File: src/rtl/ni_pkg.sv
// rtl/ni_pkg.sv - flit ids, flit field positions and FSM encoding for the NI packetizer
package ni_pkg;

    // Flit ids carried in bits [31:29]
    localparam logic [2:0] FLIT_HDR  = 3'b001;
    localparam logic [2:0] FLIT_BODY = 3'b010;
    localparam logic [2:0] FLIT_TAIL = 3'b100;

    // Field positions and widths inside a 32-bit flit
    localparam int ID_LSB  = 29;
    localparam int ID_W    = 3;
    localparam int LEN_LSB = 17;
    localparam int LEN_W   = 12;
    localparam int DST_LSB = 13;
    localparam int SRC_LSB = 9;
    localparam int ADDR_W  = 4;
    localparam int SEQ_LSB = 1;
    localparam int SEQ_W   = 8;
    localparam int PL_LSB  = 1;
    localparam int PL_W    = 28;
    localparam int PAR_BIT = 0;

    // Packetizer FSM states
    typedef enum logic [1:0] {
        ST_IDLE = 2'd0,
        ST_HDR  = 2'd1,
        ST_BODY = 2'd2
    } state_e;

endpackage

File: src/rtl/ni_packetizer.sv
// rtl/ni_packetizer.sv - NI TX packetizer (header + body/tail flits), optional PARITY_GEN_EN parity
module ni_packetizer
    import ni_pkg::*;
#(
    parameter int DATA_WIDTH  = 32,
    parameter int AXIS        = 4,
    parameter int MAX_PAYLOAD = 4094
) (
    input  logic                  clk,
    input  logic                  rst,
    input  logic [AXIS-1:0]       cur_addr,
    input  logic                  cmd_valid,
    output logic                  cmd_ready,
    input  logic [AXIS-1:0]       cmd_dst,
    input  logic [LEN_W-1:0]      cmd_len,
    input  logic                  pl_valid,
    output logic                  pl_ready,
    input  logic [PL_W-1:0]       pl_data,
    output logic [DATA_WIDTH-1:0] ni_tx,
    output logic                  ni_drts,
    input  logic                  ni_cts,
    output logic                  busy,
    output logic                  pkt_done,
    output logic                  err_len
);

    localparam logic [LEN_W-1:0] MAX_LEN = LEN_W'(MAX_PAYLOAD);

    state_e               state_q, state_d;
    logic [LEN_W-1:0]     rem_q, rem_d;
    logic [AXIS-1:0]      dst_q, dst_d;
    logic [SEQ_W-1:0]     seq_q, seq_d;
    logic                 pkt_done_q, pkt_done_d;
    logic                 err_len_q, err_len_d;

    logic                 cmd_ready_c;
    logic                 pl_ready_c;
    logic                 drts_c;
    logic                 len_legal;
    logic [DATA_WIDTH-1:0] flit;

    assign len_legal = (cmd_len != '0) && (cmd_len <= MAX_LEN);

    // Next-state logic, handshakes and flit assembly for the current state
    always_comb begin
        state_d     = state_q;
        rem_d       = rem_q;
        dst_d       = dst_q;
        seq_d       = seq_q;
        pkt_done_d  = 1'b0;
        err_len_d   = 1'b0;
        cmd_ready_c = 1'b0;
        pl_ready_c  = 1'b0;
        drts_c      = 1'b0;
        flit        = '0;
        unique case (state_q)
            ST_IDLE: begin
                cmd_ready_c = 1'b1;
                if (cmd_valid) begin
                    if (len_legal) begin
                        dst_d   = cmd_dst;
                        rem_d   = cmd_len;
                        state_d = ST_HDR;
                    end else begin
                        err_len_d = 1'b1;
                    end
                end
            end
            ST_HDR: begin
                // rem still holds N here, so the length field is rem+1
                drts_c = ni_cts;
                flit   = {FLIT_HDR, rem_q + 12'd1, dst_q, cur_addr, seq_q, 1'b0};
                if (ni_cts) begin
                    state_d = ST_BODY;
                end
            end
            ST_BODY: begin
                pl_ready_c = ni_cts;
                drts_c     = pl_valid & ni_cts;
                flit       = {(rem_q == 12'd1) ? FLIT_TAIL : FLIT_BODY, pl_data, 1'b0};
                if (drts_c) begin
                    rem_d = rem_q - 12'd1;
                    if (rem_q == 12'd1) begin
                        state_d    = ST_IDLE;
                        seq_d      = seq_q + 8'd1;
                        pkt_done_d = 1'b1;
                    end
                end
            end
            default: begin
                state_d = ST_IDLE;
            end
        endcase
`ifdef PARITY_GEN_EN
        flit[PAR_BIT] = ^flit[DATA_WIDTH-1:1];
`endif
    end

    // State, counters and latched command fields; pulses are registered
    always_ff @(posedge clk) begin
        if (!rst) begin
            state_q    <= ST_IDLE;
            rem_q      <= '0;
            dst_q      <= '0;
            seq_q      <= '0;
            pkt_done_q <= 1'b0;
            err_len_q  <= 1'b0;
        end else begin
            state_q    <= state_d;
            rem_q      <= rem_d;
            dst_q      <= dst_d;
            seq_q      <= seq_d;
            pkt_done_q <= pkt_done_d;
            err_len_q  <= err_len_d;
        end
    end

    // Every output is forced low while reset is held, whatever state is left over
    assign cmd_ready = cmd_ready_c & rst;
    assign pl_ready  = pl_ready_c & rst;
    assign ni_drts   = drts_c & rst;
    assign busy      = (state_q != ST_IDLE) & rst;
    assign pkt_done  = pkt_done_q & rst;
    assign err_len   = err_len_q & rst;
    assign ni_tx     = ni_drts ? flit : '0;

endmodule

File: config.mk
export PLATFORM = sky130hd
export DESIGN_NAME = ni_packetizer
export DESIGN_NICKNAME = d
export VERILOG_FILES = /design/src/rtl/ni_pkg.sv /design/src/rtl/ni_packetizer.sv
export SDC_FILE = /design/constraint.sdc
export NUM_CORES = 1
export LEC_CHECK = 0
export ABC_AREA = 0
export CORE_MARGIN = 4
export CORE_UTILIZATION = 46
export CTS_CLUSTER_SIZE = 14
export DETAILED_ROUTE_END_ITERATION = 8
export PLACE_DENSITY = 0.86
export SYNTH_ARGS = -nofsm -noshare
export SYNTH_HDL_FRONTEND = slang
export SYNTH_SLANG_ARGS = --single-unit
File: constraint.sdc
create_clock -name clk -period 5.4 [get_ports clk]
set_clock_uncertainty 0.2 [all_clocks]
set_input_delay 0.54 -clock clk [delete_from_list [all_inputs] [get_ports clk]]
set_output_delay 0.54 -clock clk [all_outputs]
set_load 0.005 [all_outputs]
# ---- Word-level counts from Yosys, hierarchy flattened
# Index checks and enable logic that the tools add are counted.
# W data, S select, Z words.
dict set report op_classes {
  n_addsub 3
  magnitude_cmp 1
  eq_ne 8
  mux 18
  bitwise_logic 7
  reduce_logical 11
}
# op n
set op_table {}
lappend op_table {{$pmux W32 S2} 1}
lappend op_table {{$mux W12} 3}
lappend op_table {{$mux W32} 1}
lappend op_table {{$pmux W12 S2} 1}
lappend op_table {{$add A12 B1 Y12 const B} 1}
lappend op_table {{$eq A12 B1 Y1 const B} 1}
lappend op_table {{$le A12 B12 Y1 const B} 1}
lappend op_table {{$reduce_and A3 Y1} 4}
lappend op_table {{$reduce_bool A12 Y1} 1}
lappend op_table {{$sub A12 B1 Y12 const B} 1}
lappend op_table {{$mux W2} 5}
lappend op_table {{$ne A2 B2 Y1 const B} 5}
lappend op_table {{$add A8 B1 Y8 const B} 1}
lappend op_table {{$and A1 B1 Y1} 7}
lappend op_table {{$pmux W2 S3} 1}
lappend op_table {{$reduce_and A5 Y1} 1}
lappend op_table {{$mux W1} 4}
lappend op_table {{$reduce_and A4 Y1} 1}
lappend op_table {{$reduce_bool A2 Y1} 2}
lappend op_table {{$mux W3} 1}
lappend op_table {{$eq A2 B1 Y1 const B} 1}
lappend op_table {{$eq A2 B2 Y1 const B} 1}
lappend op_table {{$logic_not A2 Y1} 1}
lappend op_table {{$pmux W1 S2} 1}
lappend op_table {{$logic_and A1 B1 Y1} 1}
dict set report word_totals {
  reg_bits 28
  in_bits 53
  out_inout_bits 38
}

# ---- Logic depth before layout (Yosys ltp)
# Gate-level depths: netlist of run 1.
dict set report logic_depth {
  depth_word 5
  mapped_depth 9
}

# ---- Worst setup path before layout of run 1
# OpenSTA, ideal clock, no wires.
dict set report synth_path {
  path_type {input to output}
  start {input rst}
  end {output ni_tx[10]}
  arrival_ps 1943
  required_time_ps 4660
  setup_slack_ps 2717
  stages 7
  path_buffers 3
  path_cell_list {clkbuf_1 -> nand3_1 -> nor2_1 -> and2_1 -> clkbuf_1 -> clkbuf_1 -> a22o_1}
}
dict set report synth_between {
  elab_chain_len 2
}
# element line
set synth_lines {}
lappend synth_lines {{start, declared} ni_packetizer.sv:10} ;# input logic rst,
lappend synth_lines {{$and A1 B1 Y1} ni_packetizer.sv:121} ;# assign ni_drts = drts_c & rst;
lappend synth_lines {{named net ni_drts} ni_packetizer.sv:20} ;# output logic ni_drts,
lappend synth_lines {{$mux W32} ni_packetizer.sv:125} ;# assign ni_tx = ni_drts ? flit : '0;
lappend synth_lines {{end, declared} ni_packetizer.sv:19} ;# output logic [DATA_WIDTH-1:0] ni_tx,
# The timed path passes the listed nets, and every way through them passes these cells.

# ---- Final worst setup path of run 1
dict set report layout_path {
  start {register state_q[0]}
  end {output ni_tx[18]}
}
dict set report layout_between {
  elab_chain_len 4
  word_cells_on_any_way 6
}
# element line
set layout_lines {}
lappend layout_lines {{start, declared} ni_packetizer.sv:29} ;# state_e state_q, state_d;
lappend layout_lines {{start signal, assigned} ni_packetizer.sv:109} ;# state_q <= state_d;
lappend layout_lines {{$eq A2 B2 Y1 or $eq A2 B1 Y1 (tied branches)} ni_packetizer.sv:56} ;# unique case (state_q)
lappend layout_lines {{$pmux W1 S2} ni_packetizer.sv:56}
lappend layout_lines {{$and A1 B1 Y1} ni_packetizer.sv:121}
lappend layout_lines {{$mux W32 *} ni_packetizer.sv:125}
# Every way passes the cells marked *; elsewhere a longest branch is shown, timed or not.

==> results of run 1 <==
## where the power goes
group	switching (mW)	internal (mW)
registers	0.0684	0.245
logic	0.229	0.190
clock network	0.0681	0.0993
## sequential cells by signal, summed over array words and instances, names as in the netlist
register	flops
pkt_done_q	1
rem_q	12
seq_q	8
state_q	2
err_len_q	1
dst_q	4
## stage by stage
| stage | utilization (%) | instance area [µm²] | hold WS (ns) | std cells | worst slack, ns |
|---|---|---|---|---|---|
| after CTS | 69.7 | 3100 | 0.296 | 400 | 1.33 |
| after floorplan | - | 2160 | 0.251 | 276 | 2.72 |
| after global placement | 68.1 | 3030 | 0.272 | 396 | 1.56 |
| final | 69.7 | 3100 | 0.296 | 400 | 1.30 |
| after detailed placement | 68.1 | 3030 | 0.282 | 396 | 1.48 |
| after global routing | 69.7 | 3100 | 0.357 | 400 | 1.10 |
## synthesized netlist by cell type (all sizes together) (2+ instances only)
cell     count
or3          4
and2         6
mux2i        7
and3         4
nand2       28
or4          3
inv         10
or4b         2
o32a         2
nor4         6
o211ai       2
nor2        17
a21oi       17
o21ai        7
or2          3
o32ai        6
o22ai        4
ha           8
dfxtp       28
o2bb2ai      3
buf          5
nand4       10
clkinv       2
xor2         7
a22o        28
nor3         6
nand3       11
clkbuf      18
xnor2        8
## final cells by class
type                    count  area, µm²  share of cell area [%]
flip-flops and latches     28        561                    18.1
clock buffers               3       41.3                    1.33
multi-input cells         213       1450                    46.8
inverters                  12       45.0                    1.45
clock inverters             1       30.0                   0.969
well taps                  52       65.1                    2.10
repair buffers             91        906                    29.2
## worst max-delay path, cell delays in order, from the launching register on
cell and delay (ns):
sky130_fd_sc_hd__dfxtp_1 0.34, sky130_fd_sc_hd__inv_1 0.10, sky130_fd_sc_hd__ha_1 0.62, sky130_fd_sc_hd__clkinv_1 0.65
sky130_fd_sc_hd__nor3_2 0.31, sky130_fd_sc_hd__buf_4 0.32, sky130_fd_sc_hd__a22o_1 0.22, sky130_fd_sc_hd__clkdlybuf4s50_1 0.50
## logic make-up (layout without fill, tap and decap cells)
family,after synthesis,count (layout),synth area share (%)
muxes,7,7,3.25
other,1,1,0.174
and+or+nand+nor,104,104,26.0
buffers and inverters,35,107,6.91
DFF,28,28,26.0
xor gates and xnor gates,15,15,6.09
adders and majority gates,8,8,4.64
AOI/OAI and AO/OA,78,78,26.9
## final timing paths
| path | start | slack, ns | end | cells after the start |
|---|---|---|---|---|
| worst min-delay path | state_q[1] | 0.30 | state_q[1] | 2 |
| worst min register to register | state_q[1] | 0.30 | state_q[1] | 2 |
| worst max-delay path | state_q[0] | 1.30 | ni_tx[18] | 7 |
| worst max register to register | state_q[0] | 2.26 | seq_q[7] | 7 |
## routing by layer
metal,vias to the layer above,routed length (µm)
met3,6,472
met5,-,0
met4,0,75
met2,114,3100
met1,1093,2770
li1,1169,-
==> impl_metrics.ini, run 1 <==
[die]
core_region_area_um2 = 4440
die_height_um = 76.5
chipWidth_um = 76.5
ioPinCount = 91
rows = 24
die_area_um2 = 5850
initial_core_util_pct = 48.5

[clocking]
numClockSinks = 28
clkLatencyLatePin_ns = 0.28
clock_path_buffers = 2
root_buffer = sky130_fd_sc_hd__clkbuf_8
tritoncts = done
post_cts_hold_buffer_count = 0
tritoncts.num_buffers = 3
cts_post_setup_buffers_inserted = 0
resize_count_post_cts = 0
htreeDepth = 1
clk_pin_slew_ns = 0.10

[setup_path]
criticalPathCategory = reg2out
crit_path_end_kind = primary output
worst_setup_path_start_kind = flip-flop
crit_path_dat_ns = 3.36
path_max_fanout = 30
required_worst_endpoint_ns = 4.66

[flow_run]
timing.max_cap.violations = 0

[timing]
tightestPinTransition_ns = 1.00
slew_headroom_pct = 33.0
finalSetupViolCount = 0
rsz_0062_raised_after_global_routing = no
finalSetupTns_ns = 0
timing.final.crit_period_ns = 4.10
clock.fmax_mhz = 244
finalHoldViolations = 0
timing_max_transition_violations_final = 0
layout_worst_path_cycle_share_pct = 75.9

[grt]
via_count_of_the_first_global_routing_pass = 2163
grt_util_met2_pct = 36.6
pin_count_of_the_biggest_net_entering_global_routing = 31
global_route.peak_usage_layer = met2
grt.overflow.total = 0
number_of_antenna_violations_at_the_first_check_in_global_routing = 0
grt_util_met3_pct = 3.07
groute.layer.met1.usage_pct = 29.0
global_route_wire_length_before_repair_um = 10700
global_route_total_usage_across_every_layer_pct = 21.7

[synthesis]
asyncSetResetFlopFracSynth_pct = 0
syn_area_per_cell_um2 = 7.81
post_synth_instance_area_um2 = 2160
post-synth-top-area-cell = sky130_fd_sc_hd__dfxtp_1
share_of_the_synthesized_area_in_the_top_cell_type_pct = 26.0
postSynthNetCount = 337
seq_area_frac_synth_pct = 26.0
top_area_cells_in_the_synthesized_netlist = sky130_fd_sc_hd__dfxtp_1 26%, sky130_fd_sc_hd__a22o_1 11%, sky130_fd_sc_hd__nand2_1 4.9%
synth_cell_type_count = 50
synthCells = 276
yosys_warnings = 0
ys_ff_latch = 28
count_of_flip_flops_with_a_built_in_enable_after_synthesis = 0
synth_flop_cell = sky130_fd_sc_hd__dfxtp_1

[route]
detail_route.first_pass.iterations = 4
finalWirelength_um = 6420
ant_nets = 0
remaining_drc_errors = 0
num_vias = 2382
detailedRoute.firstIterationViolations = 145
route.detailed.wl_per_inst_um = 16.1
vias_per_cell = 5.96

[finish]
post_route_cells_drive_above_1_share_pct = 4.89
n_antenna_cell = 0
finalNetCount = 410
layout_common_cells = 89 x sky130_fd_sc_hd__clkdlybuf4s50_1, 28 x sky130_fd_sc_hd__nand2_1, 28 x sky130_fd_sc_hd__a22o_1, 28 x sky130_fd_sc_hd__dfxtp_1
filler_cell_count = 388
most_common_cell_after_layout_fill_and_taps_aside = sky130_fd_sc_hd__clkdlybuf4s50_1
area.growth.synth_to_final_pct = 43.8

[placement]
final_weighted_congestion_in_routability_driven_placement = 0.918
dp_hpwl_um = 4820
buffer_ports.inserted = 89

[pwr]
power-per-cell-area_nw_per_um2 = 290
total_leakage_power_nw = 1.13
fin_total_pwr_uw = 899
max-vdd-ir-drop_uv = 204

[outcome]
status = complete, no violations

[hold_path]
worst_hold_path_type = reg2reg
No activity file was read; power rests on OpenSTA's default activity.
==> run 2, diff against run 1 <==
--- a/config.mk
+++ b/config.mk
@@ -7,10 +7,10 @@
 export LEC_CHECK = 0
 export ABC_AREA = 0
 export CORE_MARGIN = 4
-export CORE_UTILIZATION = 46
+export CORE_UTILIZATION = 39
 export CTS_CLUSTER_SIZE = 14
 export DETAILED_ROUTE_END_ITERATION = 8
-export PLACE_DENSITY = 0.86
+export PLACE_DENSITY = 0.77
 export SYNTH_ARGS = -nofsm -noshare
 export SYNTH_HDL_FRONTEND = slang
 export SYNTH_SLANG_ARGS = --single-unit
==> constraint.sdc (replaced) <==
create_clock -name clk -period 3.6 [get_ports clk]
set_clock_uncertainty 0.2 [all_clocks]
set_input_delay 0.36 -clock clk [delete_from_list [all_inputs] [get_ports clk]]
set_output_delay 0.36 -clock clk [all_outputs]
set_load 0.005 [all_outputs]
==> impl_metrics.ini, run 2 (synthesized netlist as in run 1, its figures left out) <==
[clocking]
htreeDepth = 1
root_buffer = sky130_fd_sc_hd__clkbuf_8
clock_path_buffers = 2
clk_pin_slew_ns = 0.10
clkLatencyLatePin_ns = 0.28
cts_post_setup_buffers_inserted = 0
numClockSinks = 28
tritoncts.num_buffers = 3
tritoncts = done
resize_count_post_cts = 0
post_cts_hold_buffer_count = 0

[grt]
pin_count_of_the_biggest_net_entering_global_routing = 31
via_count_of_the_first_global_routing_pass = 2125
number_of_antenna_violations_at_the_first_check_in_global_routing = 0
grt.overflow.total = 0
global_route_wire_length_before_repair_um = 10400
global_route_total_usage_across_every_layer_pct = 19.6

[flow_run]
timing.max_cap.violations = 0

[placement]
dp_hpwl_um = 4910
buffer_ports.inserted = 89
final_weighted_congestion_in_routability_driven_placement = 0.876
placedInstanceArea_um2 = 3100

[die]
core_region_area_um2 = 5240
rows = 26
ioPinCount = 91
die_area_um2 = 6780
die_height_um = 82.4
chipWidth_um = 82.4
initial_core_util_pct = 41.2

[route]
vias_per_cell = 5.52
detail_route.first_pass.iterations = 4
route.detailed.wl_per_inst_um = 15.3
detailedRoute.firstIterationViolations = 249
remaining_drc_errors = 0
ant_nets = 0
num_vias = 2340
finalWirelength_um = 6500

[setup_path]
r2r_end = seq_q[7]
path_max_fanout = 10
criticalPathCategory = reg2out
worst_setup_path_start_kind = flip-flop
required_worst_endpoint_ns = 3.04
register_to_register_setup_slack_ns = 0.96
crit_path_end_kind = primary output
crit_path_dat_ns = 2.49
crit-reg2reg-launch = rem_q[0]
rr_worst_depth = 7

[finish]
multi_input_comb_area_um2 = 1450
largest_register = rem_q
n_antenna_cell = 0
area.growth.synth_to_final_pct = 46.1
post_route_cells_drive_above_1_share_pct = 6.50
layout_common_cells = 89 x sky130_fd_sc_hd__clkdlybuf4s50_1, 28 x sky130_fd_sc_hd__nand2_1, 28 x sky130_fd_sc_hd__a22o_1, 28 x sky130_fd_sc_hd__dfxtp_1
filler_cell_count = 498
reg_top3 = rem_q x12, seq_q x8, dst_q x4
fin_area_um2 = 3150
sequential_cell_area_um2 = 561
most_common_cell_after_layout_fill_and_taps_aside = sky130_fd_sc_hd__clkdlybuf4s50_1
number_of_flip_flops_in_the_largest_register = 12
finalNetCount = 416

[timing]
timing.final.crit_period_ns = 3.05
layout_worst_path_cycle_share_pct = 84.7
tightestPinTransition_ns = 0.912
slew_headroom_pct = 38.7
finalHoldViolations = 0
finalSetupViolCount = 0
clock.fmax_mhz = 328
rsz_0062_raised_after_global_routing = no
finalSetupTns_ns = 0
timing_max_transition_violations_final = 0

[hold_path]
timing.hold.worst_endpoint = state_q[1]
worst_hold_path_type = reg2reg
worstHoldStart = state_q[1]
worstHoldPathCells = 2

[pwr]
total_leakage_power_nw = 1.15
power-per-cell-area_nw_per_um2 = 419
fin_total_pwr_mw = 1.32
max-vdd-ir-drop_uv = 376

[outcome]
status = complete, no violations
==> run 2: stage by stage <==
stage / util [%] / worst slack (ns) / hold slack, ns / instances
2_1_floorplan: - / 1.21 / 0.251 / 276
5_1_grt: 60.2 / 0.339 / 0.335 / 424
6_report: 60.2 / 0.551 / 0.285 / 424
3_3_place_gp: 59.1 / 0.745 / 0.266 / 420
3_5_place_dp: 59.1 / 0.659 / 0.277 / 420
4_1_cts: 60.2 / 0.547 / 0.292 / 424
==> run 2: worst max-delay path by stage <==
stage                          start   endpoint  slack [ns]  cells past startpoint
after global placement        ni_cts  ni_tx[17]        0.75                      7
after floorplan             rem_q[1]   seq_q[7]        1.21                      7
after global routing      state_q[0]  ni_tx[19]        0.34                      8
after detailed placement      ni_cts  ni_tx[13]        0.66                      7
final                       rem_q[5]  ni_tx[30]        0.55                      5
after CTS                 state_q[0]  ni_tx[13]        0.55                      8
==> run 2: worst max-delay path, stage by stage, from the launching register on <==
cell                              delay, ns
sky130_fd_sc_hd__dfxtp_1               0.42
sky130_fd_sc_hd__or4_4                 0.63
sky130_fd_sc_hd__nor4_1                0.33
sky130_fd_sc_hd__nand3_1               0.20
sky130_fd_sc_hd__and2_1                0.20
sky130_fd_sc_hd__clkdlybuf4s50_1       0.43
==> run 2: report_power, final <==
group / internal, mW / leakage [nW] / switching (mW)
clock: 0.0981 / 0.0288 / 0.101
combinational: 0.303 / 0.896 / 0.351
sequential: 0.367 / 0.228 / 0.100
total: 0.768 / 1.15 / 0.552
==> run 2: layout make-up <==
type / instances / share of cell area [%]
inverters: 12 / 1.43
clock buffers: 4 / 1.75
flip-flops and latches: 28 / 17.8
repair buffers: 97 / 30.2
multi-input cells: 213 / 46.1
well taps: 70 / 2.78
==> run 2: layer usage <==
layer | vias to the layer above | part of all wire [%] | GRT usage, %
met5 | - | 0 | 0
met1 | 1083 | 43 | 26.1
met2 | 74 | 49 | 32.9
li1 | 1179 | - | -
met3 | 4 | 7.0 | 3.80
met4 | 0 | 0.52 | 3.82
==> run 3, diff against run 2 <==
--- a/config.mk
+++ b/config.mk
@@ -7,10 +7,10 @@
 export LEC_CHECK = 0
 export ABC_AREA = 0
 export CORE_MARGIN = 4
-export CORE_UTILIZATION = 39
+export CORE_UTILIZATION = 43
 export CTS_CLUSTER_SIZE = 14
 export DETAILED_ROUTE_END_ITERATION = 8
-export PLACE_DENSITY = 0.77
+export PLACE_DENSITY = 0.81
 export SYNTH_ARGS = -nofsm -noshare
 export SYNTH_HDL_FRONTEND = slang
 export SYNTH_SLANG_ARGS = --single-unit
==> constraint.sdc (replaced) <==
create_clock -name clk -period 3.1 [get_ports clk]
set_clock_uncertainty 0.2 [all_clocks]
set_input_delay 0.31 -clock clk [delete_from_list [all_inputs] [get_ports clk]]
set_output_delay 0.31 -clock clk [all_outputs]
set_load 0.005 [all_outputs]
==> impl_metrics.ini, run 3 (synthesized netlist as in run 1, its figures left out) <==
[outcome]
status = complete, no violations

[grt]
number_of_antenna_violations_at_the_first_check_in_global_routing = 0
global_route_total_usage_across_every_layer_pct = 21.7
pin_count_of_the_biggest_net_entering_global_routing = 31
grt.overflow.total = 0
global_route_wire_length_before_repair_um = 11000
via_count_of_the_first_global_routing_pass = 2238

[timing]
slew_headroom_pct = 38.3
timing_max_transition_violations_final = 0
layout_worst_path_cycle_share_pct = 95.8
timing.final.crit_period_ns = 2.97
finalHoldViolations = 0
finalSetupViolCount = 0
tightestPinTransition_ns = 0.918
clock.fmax_mhz = 337
finalSetupTns_ns = 0
rsz_0062_raised_after_global_routing = no

[finish]
area.growth.synth_to_final_pct = 47.4
instances_no_fill = 423
post_route_cells_drive_above_1_share_pct = 7.02
n_antenna_cell = 0
filler_cell_count = 414
reg_top3 = rem_q x12, seq_q x8, dst_q x4
largest_register = rem_q
layout_common_cells = 89 x sky130_fd_sc_hd__clkdlybuf4s50_1, 28 x sky130_fd_sc_hd__nand2_1, 28 x sky130_fd_sc_hd__a22o_1, 28 x sky130_fd_sc_hd__dfxtp_1
number_of_flip_flops_in_the_largest_register = 12
finalNetCount = 418
most_common_cell_after_layout_fill_and_taps_aside = sky130_fd_sc_hd__clkdlybuf4s50_1

[placement]
dpl.cell_count = 419
final_weighted_congestion_in_routability_driven_placement = 0.863
buffer_ports.inserted = 89
dp_hpwl_um = 5140

[setup_path]
r2r_end = seq_q[7]
worst_setup_path_start_kind = flip-flop
cp_num_cells = 5
crit_path_cell_chain = or4_4 > nor4_1 > nand3_1 > and2_1 > clkdlybuf4s50_1
worst_setup_path_startpoint = rem_q[6]
crit_path_dat_ns = 2.46
register_to_register_setup_slack_ns = 0.48
rr_worst_depth = 6
crit-reg2reg-launch = rem_q[0]
critical-path-slowest-cell = sky130_fd_sc_hd__or4_4
crit_path_max_incr_delay_ns = 0.60
crit_path_end_kind = primary output
timing.critical_path.buf_inv = 1
required_worst_endpoint_ns = 2.59
worst_setup_path_endpoint = ni_tx[30]
path_max_fanout = 10
criticalPathCategory = reg2out
timing.critical_path.max_delay_family = simple AND/OR/NAND/NOR gates

[route]
num_vias = 2436
detailedRoute.firstIterationViolations = 144
finalWirelength_um = 6750
detail_route.first_pass.iterations = 4
remaining_drc_errors = 0
ant_nets = 0
vias_per_cell = 5.76
route.detailed.wl_per_inst_um = 16.0

[pwr]
power-per-cell-area_nw_per_um2 = 503
combinationalPowerShare_pct = 47.8
power_switching_uw = 648
cellInternalPower_uw = 950
max-vdd-ir-drop_uv = 403
total_leakage_power_nw = 1.17
netSwitchingFraction_pct = 40.5
share_seq_of_total_power_pct = 33.8
clkPwrFrac_pct = 18.4

[clocking]
cts_post_setup_buffers_inserted = 0
numClockSinks = 28
root_buffer = sky130_fd_sc_hd__clkbuf_8
tritoncts.num_buffers = 3
clkLatencyLatePin_ns = 0.28
clk_pin_slew_ns = 0.10
tritoncts = done
post_cts_hold_buffer_count = 0
resize_count_post_cts = 0
clock_path_buffers = 2
htreeDepth = 1

[die]
initial_core_util_pct = 45.0
die_height_um = 78.8
rows = 25
ioPinCount = 91
chipWidth_um = 78.8
core_region_area_um2 = 4790
die_area_um2 = 6210

[hold_path]
worst_hold_path_type = reg2reg
worstHoldPathCells = 2

[flow_run]
timing.max_cap.violations = 0
==> run 3: changes by cell type in the layout (fill, tap and decap cells not counted) <==
| cell | before | now |
|---|---|---|
| sky130_fd_sc_hd__buf_4 | 8 | 10 |
| sky130_fd_sc_hd__bufinv_16 | 0 | 1 |
| sky130_fd_sc_hd__clkbuf_8 | 4 | 3 |
==> run 3: power by group through the flow <==
stage / logic, mW / clock network (mW) / registers (mW)
floorplan: 0.561 / 0 / 0.474
global placement: 0.742 / 0 / 0.536
detailed placement: 0.746 / 0 / 0.541
CTS: 0.753 / 0.297 / 0.535
global route: 0.837 / 0.313 / 0.551
finish: 0.764 / 0.294 / 0.540
==> run 3: final cells by class <==
type	instances	area (µm²)	area share, %
Timing Repair Buffer	99	966	30.4
Clock buffer	3	41.3	1.30
Tap cell	67	83.8	2.64
Sequential cell	28	561	17.6
Multi-Input combinational cell	213	1450	45.7
Clock inverter	1	30.0	0.945
Inverter	12	45.0	1.42
==> run 3: tightest hold or removal path: cells and delay by family (launching register included) <==
kind	cells	cell delay (ns)
flops	1	0.34
mux	1	0.05
simple gates	1	0.06
==> run 3: metrics by stage <==
step	util (%)	setup slack, ns	power, mW	area, µm²	hold WS (ns)
after floorplan	-	0.708	1.04	2160	0.251
after global placement	64.9	0.378	1.28	3110	0.272
after detailed placement	64.9	0.323	1.29	3110	0.288
after CTS	66.4	0.147	1.58	3180	0.301
after global routing	66.4	0.00559	1.70	3180	0.337
final	66.4	0.129	1.60	3180	0.293
==> run 3: worst min-delay path by stage <==
stage	start	end	slack [ns]
2_1_floorplan	state_q[1]	state_q[1]	0.25
3_3_place_gp	state_q[1]	state_q[1]	0.27
3_5_place_dp	state_q[1]	state_q[1]	0.29
4_1_cts	state_q[1]	state_q[1]	0.30
5_1_grt	seq_q[7]	seq_q[7]	0.34
6_report	state_q[1]	state_q[1]	0.29
==> run 3: per-layer routing <==
layer	vias up	track usage (%)	routed length, µm
met2	133	35.3	3070
met3	8	4.54	702
met4	0	5.24	70
met5	-	0	0
li1	1185	-	-
met1	1110	29.4	2910
